### config.mk
export PLATFORM = sky130hd
export DESIGN_NAME = game_state_keeper
export DESIGN_NICKNAME = d
export VERILOG_FILES = /design/src/rtl/game_pkg.sv /design/src/rtl/state_history.sv /design/src/rtl/game_state_keeper.sv
export SDC_FILE = /design/constraint.sdc
export NUM_CORES = 2
export LEC_CHECK = 0
export CORE_ASPECT_RATIO = 1.75
export CORE_UTILIZATION = 30
export DETAILED_ROUTE_END_ITERATION = 6
export HOLD_SLACK_MARGIN = 0.15
export PLACE_DENSITY_LB_ADDON = 0.2
export SYNTH_ARGS = -nofsm -noshare
export SYNTH_HDL_FRONTEND = slang
export SYNTH_SLANG_ARGS = --single-unit
### constraint.sdc
create_clock -name clk -period 24 [get_ports clk]
set_clock_uncertainty 0.1 [all_clocks]
set_input_delay 3.6 -clock clk [delete_from_list [all_inputs] [get_ports clk]]
set_output_delay 3.6 -clock clk [all_outputs]
set_load 0.02 [all_outputs]
### src/rtl/game_pkg.sv
// Shared command codes, state-image field offsets and grid geometry for the
// box-pushing game state keeper.
package game_pkg;

   typedef enum logic [1:0] {
      SEL_LOAD    = 2'd0,
      SEL_MOVE    = 2'd1,
      SEL_RSVD    = 2'd2,
      SEL_RETRACT = 2'd3
   } sel_e;

   localparam int STATE_W = 134;
   localparam int WAY_HI  = 133;
   localparam int WAY_LO  = 70;
   localparam int BOX_HI  = 69;
   localparam int BOX_LO  = 6;
   localparam int POS_HI  = 5;
   localparam int POS_LO  = 0;
   localparam int GRID_W  = 8;

endpackage

### src/rtl/state_history.sv
// Ring-buffer LIFO of prior game images; a push onto a full ring silently
// overwrites the oldest entry so the most recent DEPTH moves stay retractable.
module state_history #(
   parameter int DEPTH = 8,
   parameter int W     = 134
) (
   input  logic         clk,
   input  logic         reset,
   input  logic         push_i,
   input  logic         pop_i,
   input  logic         clear_i,
   input  logic [W-1:0] push_data_i,
   output logic [W-1:0] top_data_o,
   output logic [4:0]   count_o
);

   localparam int PTR_W = (DEPTH > 1) ? $clog2(DEPTH) : 1;

   logic [W-1:0]     mem_q [DEPTH];
   logic [PTR_W-1:0] wr_ptr_q, wr_ptr_d;
   logic [4:0]       count_q, count_d;

   always_comb begin
      wr_ptr_d = wr_ptr_q;
      count_d  = count_q;
      if (clear_i) begin
         wr_ptr_d = '0;
         count_d  = '0;
      end else if (push_i) begin
         wr_ptr_d = wr_ptr_q + PTR_W'(1);
         if (count_q != 5'(DEPTH)) count_d = count_q + 5'd1;
      end else if (pop_i && count_q != 5'd0) begin
         wr_ptr_d = wr_ptr_q - PTR_W'(1);
         count_d  = count_q - 5'd1;
      end
   end

   always_ff @(posedge clk or posedge reset) begin
      if (reset) begin
         wr_ptr_q <= '0;
         count_q  <= '0;
      end else begin
         wr_ptr_q <= wr_ptr_d;
         count_q  <= count_d;
      end
   end

   // Storage is left unreset; count gates every read of it.
   always_ff @(posedge clk) begin
      if (push_i && !clear_i) mem_q[wr_ptr_q] <= push_data_i;
   end

   assign top_data_o = mem_q[wr_ptr_q - PTR_W'(1)];
   assign count_o    = count_q;

endmodule

### src/rtl/game_state_keeper.sv
// Holds the current game image, judges walk/push legality of the cursor cell,
// and applies LOAD / MOVE / RETRACT commands with a bounded undo history.
module game_state_keeper
   import game_pkg::*;
#(
   parameter int HIST_DEPTH = 8,
   parameter int STEP_W     = 10
) (
   input  logic                clk,
   input  logic                reset,
   input  logic                game_state_en,
   input  logic [1:0]          sel,
   input  logic [5:0]          cursor,
   input  logic [STATE_W-1:0]  init_state,
   output logic [STATE_W-1:0]  game_state,
   output logic                move_result,
   output logic [STEP_W-1:0]   step_count,
   output logic [4:0]          hist_count
);

   logic [STATE_W-1:0] state_q, state_d;
   logic [STEP_W-1:0]  step_q, step_d;
   logic [STATE_W-1:0] hist_top;
   logic               h_push, h_pop, h_clear;

   logic [63:0] way, box, box_n;
   logic [5:0]  pos, beyond;
   logic        up_adj, dn_adj, lf_adj, rt_adj, adj, beyond_ok;
   logic        walk_ok, push_ok;

   localparam logic [5:0] ROW = 6'(GRID_W);

   always_comb begin
      way = state_q[WAY_HI:WAY_LO];
      box = state_q[BOX_HI:BOX_LO];
      pos = state_q[POS_HI:POS_LO];

      up_adj = (pos >= ROW)       && (cursor == pos - ROW);
      dn_adj = (pos < 6'd56)      && (cursor == pos + ROW);
      lf_adj = (pos[2:0] != 3'd0) && (cursor == pos - 6'd1);
      rt_adj = (pos[2:0] != 3'd7) && (cursor == pos + 6'd1);
      adj    = up_adj | dn_adj | lf_adj | rt_adj;

      // The beyond cell continues the same direction and must not leave the grid.
      beyond    = cursor;
      beyond_ok = 1'b0;
      if (up_adj) begin
         beyond    = cursor - ROW;
         beyond_ok = cursor >= ROW;
      end else if (dn_adj) begin
         beyond    = cursor + ROW;
         beyond_ok = cursor < 6'd56;
      end else if (lf_adj) begin
         beyond    = cursor - 6'd1;
         beyond_ok = cursor[2:0] != 3'd0;
      end else if (rt_adj) begin
         beyond    = cursor + 6'd1;
         beyond_ok = cursor[2:0] != 3'd7;
      end

      walk_ok = adj && way[cursor] && !box[cursor];
      push_ok = adj && box[cursor] && beyond_ok && way[beyond] && !box[beyond];
      move_result = walk_ok | push_ok;
   end

   always_comb begin
      state_d = state_q;
      step_d  = step_q;
      h_push  = 1'b0;
      h_pop   = 1'b0;
      h_clear = 1'b0;
      box_n   = box;
      if (game_state_en) begin
         case (sel_e'(sel))
            SEL_LOAD: begin
               state_d = init_state;
               step_d  = '0;
               h_clear = 1'b1;
            end
            SEL_MOVE: begin
               if (move_result) begin
                  h_push = 1'b1;
                  if (push_ok) begin
                     box_n[cursor] = 1'b0;
                     box_n[beyond] = 1'b1;
                  end
                  state_d = {way, box_n, cursor};
                  if (step_q != '1) step_d = step_q + STEP_W'(1);
               end
            end
            SEL_RETRACT: begin
               if (hist_count != 5'd0) begin
                  h_pop   = 1'b1;
                  state_d = hist_top;
                  if (step_q != '0) step_d = step_q - STEP_W'(1);
               end
            end
            default: ;
         endcase
      end
   end

   always_ff @(posedge clk or posedge reset) begin
      if (reset) begin
         state_q <= '0;
         step_q  <= '0;
      end else begin
         state_q <= state_d;
         step_q  <= step_d;
      end
   end

   state_history #(
      .DEPTH (HIST_DEPTH),
      .W     (STATE_W)
   ) u_hist (
      .clk         (clk),
      .reset       (reset),
      .push_i      (h_push),
      .pop_i       (h_pop),
      .clear_i     (h_clear),
      .push_data_i (state_q),
      .top_data_o  (hist_top),
      .count_o     (hist_count)
   );

   assign game_state = state_q;
   assign step_count = step_q;

endmodule
==> run metrics <==
relative area change from synthesis to final layout 19.2%; Clock Pin Slew Worst Setup and Hold Paths 0.06 ns; final clock period utilization by the worst path 0.548; Overall Power 7.78 mW; ratio of total power to cell area 125 mW/mm²; effective utilization at floorplan 0.302; worst reg2reg path depth 22; metal3 WL 9830 µm; number of nets in the layout 3,637; Inserted Clock Buffers 119; maximum number of pins on one net before global-route repair 100; area taken by flip-flops and latches 0.0360 mm²; mapped cell area 0.0521 mm²; worst hold slack 0.511 ns; Routability Congestion 0.868; clock insertion delay at the later pin of the skew report 0.76 ns; fraction of synthesis flops using an asynchronous set or reset pin 0.124; total number of yosys warnings 0; DRT Wirelength 167,000 µm; Fill cells 16,400; number of global-route vias before repair 31,400; CTS max path bufs 3; Top Metal Used met5; P_leak 20.5 nW; initial antenna violation count 9; deepest level of the CTS H-tree 3; Die Height 553 µm; pre-CTS worst setup slack 10.91 ns; critical path data arrival time 9.44 ns; post-synth net total 3,296; class of the worst hold path flip-flop to flip-flop; number of gates given a new drive strength after cts 0; GRT Util Overall 0.190; count of distinct cell types in the synthesized netlist 79; unrepaired setup endpoints after global routing false; required time of the critical path 20.30 ns; Vias/cell 5.31; synthesized instance count 3,116; I/O pin count 295; clock net sink count 1,224; wire length per cell after detailed routing 28.8 µm; Post-Route Setup TNS 0 ns; Max Clk Rate 76.1 MHz; met2 wire length 84,000 µm; CTS root buffer sky130_fd_sc_hd__clkbuf_16; Final Hold Violating Endpoints 0; first-pass GRT wire length 238,000 µm; number of buffers inserted to repair setup after CTS 0; Iteration-0 DRC Markers 2,762; Worst setup EP type primary output; Final ANT Viol Nets 0; number of enable flip-flop cells after synthesis 1,072; top area cells in the synthesized netlist sky130_fd_sc_hd__edfxtp_1 62%, sky130_fd_sc_hd__mux4_2 13%, sky130_fd_sc_hd__dfrtp_1 7.3%, sky130_fd_sc_hd__nand2_1 2.9%, sky130_fd_sc_hd__mux2_2 1.8%; number of setup violations in the final report 0; detailed-route DRC error count 0; sort of element at the start of the critical path primary input; number of register bits inferred by synthesis 1,224; crit-path max FO 26; combined area of the multi-input logic cells 0.0154 mm²; fin crit period 13.14 ns; mean cell area of the mapped netlist 16.7 µm²; x dimension of the die 317 µm; Hold Path Stages 1; library cell with the highest instance count after synthesis sky130_fd_sc_hd__edfxtp_1; share of final-layout standard cells stronger than drive strength 1 0.200; area leader, netlist sky130_fd_sc_hd__edfxtp_1; floorplan die area 0.175 mm²; dpl hpwl 105,000 µm; transition time at the pin with the least slew margin 1.15 ns; max-slew headroom at the worst pin 0.234; Max rail drop VDD 0.000116 V; top cells by instance count after synthesis 1,072 x sky130_fd_sc_hd__edfxtp_1, 402 x sky130_fd_sc_hd__nand2_1, 293 x sky130_fd_sc_hd__mux4_2; met1 layer wirelength in the final routing 69,500 µm; share of the synthesized area in the top cell type 0.618; final max-slew violation count 0; TritonRoute pass-1 iters 5; row count 202; Final Worst Setup Slack 10.86 ns; total of buffers placed on input and output ports 294; CTS tree yes; remaining global-route overflow 0; sequential share of the synthesized area 0.691; dominant register cell in the synthesized netlist sky130_fd_sc_hd__edfxtp_1; total via count in the routed design 30,900; crit path kind primary input to primary output; outcome completed; number of maximum-capacitance constraint violations 0; number of hold-repair buffers added at the cts stage 0; placeable core area 0.173 mm²
final cells by class:
class	instances	area share
flip-flops and latches	1224	0.579
multi-input cells	1674	0.248
repair buffers	411	0.0621
clock buffers	160	0.0532
well taps	2244	0.0452
clock inverters	66	0.0110
inverters	27	0.00175
diodes	2	0.0000805
registers in the layout (all words and copies together), names as in the netlist:
register,cells
u_hist.count_o,5
u_hist.mem_q,1072
u_hist.wr_ptr_q,3
step_count,10
game_state,134
cell families after synthesis:
group           after synthesis  share of synthesized area
flops                      1224                      0.691
simple gates                630                     0.0512
compound gates              562                     0.0750
mux                         414                      0.152
buf+inv                     218                     0.0169
fa+ha+maj                    35                    0.00869
xor+xnor                     33                    0.00569
metal layers:
metal / track usage / vias up
met2: 0.321 / 1059
met1: 0.250 / 16400
met3: 0.0289 / 200
li1: - / 13100
met5: 0 / -
met4: 0.0550 / 4
cell usage in the layout (no fill, tap or decap), drive strengths merged, types with 34 or more instances in the layout:
| master | synthesis | final |
|---|---|---|
| inv | 26 | 34 |
| clkbuf | 117 | 160 |
| a21oi | 92 | 92 |
| clkinv | 1 | 45 |
| clkdlybuf4s50 | 0 | 291 |
| a221o | 68 | 68 |
| mux4 | 293 | 293 |
| a22oi | 69 | 69 |
| o21ai | 153 | 153 |
| buf | 74 | 120 |
| mux2 | 87 | 87 |
| nor2 | 113 | 113 |
| nand3 | 40 | 40 |
| nand2 | 402 | 402 |
| dfrtp | 152 | 152 |
| a21boi | 76 | 76 |
| mux2i | 34 | 34 |
| edfxtp | 1072 | 1072 |
worst paths after layout:
| check | start | end | slack, ns |
|---|---|---|---|
| max | cursor[5] | move_result | 10.86 |
| min reg2reg | u_hist.count_o[2]$_DFFE_PP0P_ | u_hist.count_o[2]$_DFFE_PP0P_ | 0.51 |
| min in group asynchronous | reset | game_state[91]$_DFFE_PP0P_ | 3.23 |
| min | u_hist.count_o[2]$_DFFE_PP0P_ | u_hist.count_o[2]$_DFFE_PP0P_ | 0.51 |
| max in group asynchronous | reset | u_hist.wr_ptr_q[0]$_DFFE_PP0P_ | 19.29 |
| max reg2reg | game_state[0]$_DFFE_PP0P_ | u_hist.count_o[4]$_DFFE_PP0P_ | 15.72 |
critical path, stage by stage:
cell	delay (ns)
sky130_fd_sc_hd__clkdlybuf4s50_1	0.83
sky130_fd_sc_hd__xor2_1	0.48
sky130_fd_sc_hd__and3_1	0.25
sky130_fd_sc_hd__o2111a_1	0.36
sky130_fd_sc_hd__a21oi_2	0.11
sky130_fd_sc_hd__a211oi_4	0.98
sky130_fd_sc_hd__nor2_1	0.49
sky130_fd_sc_hd__a32o_1	0.36
sky130_fd_sc_hd__a2111oi_0	0.66
sky130_fd_sc_hd__a221oi_1	0.11
sky130_fd_sc_hd__nor4b_4	0.21
sky130_fd_sc_hd__nor2_2	0.36
sky130_fd_sc_hd__inv_1	0.07
sky130_fd_sc_hd__clkdlybuf4s50_1	0.54
through the flow:
step | util | cells | area (µm²)
2_1_floorplan | - | 3116 | 52100
3_3_place_gp | 0.336 | 5580 | 58200
3_5_place_dp | 0.336 | 5580 | 58200
4_1_cts | 0.359 | 5806 | 62100
5_1_grt | 0.359 | 5808 | 62100
6_report | 0.359 | 5808 | 62100
power breakdown:
| group | internal [mW] | leakage (nW) | switching [mW] |
|---|---|---|---|
| registers | 2.67 | 11.4 | 0.342 |
| logic | 1.14 | 7.06 | 1.69 |
| clock network | 1.11 | 1.96 | 0.826 |
No activity file was read; power rests on OpenSTA's default activity.
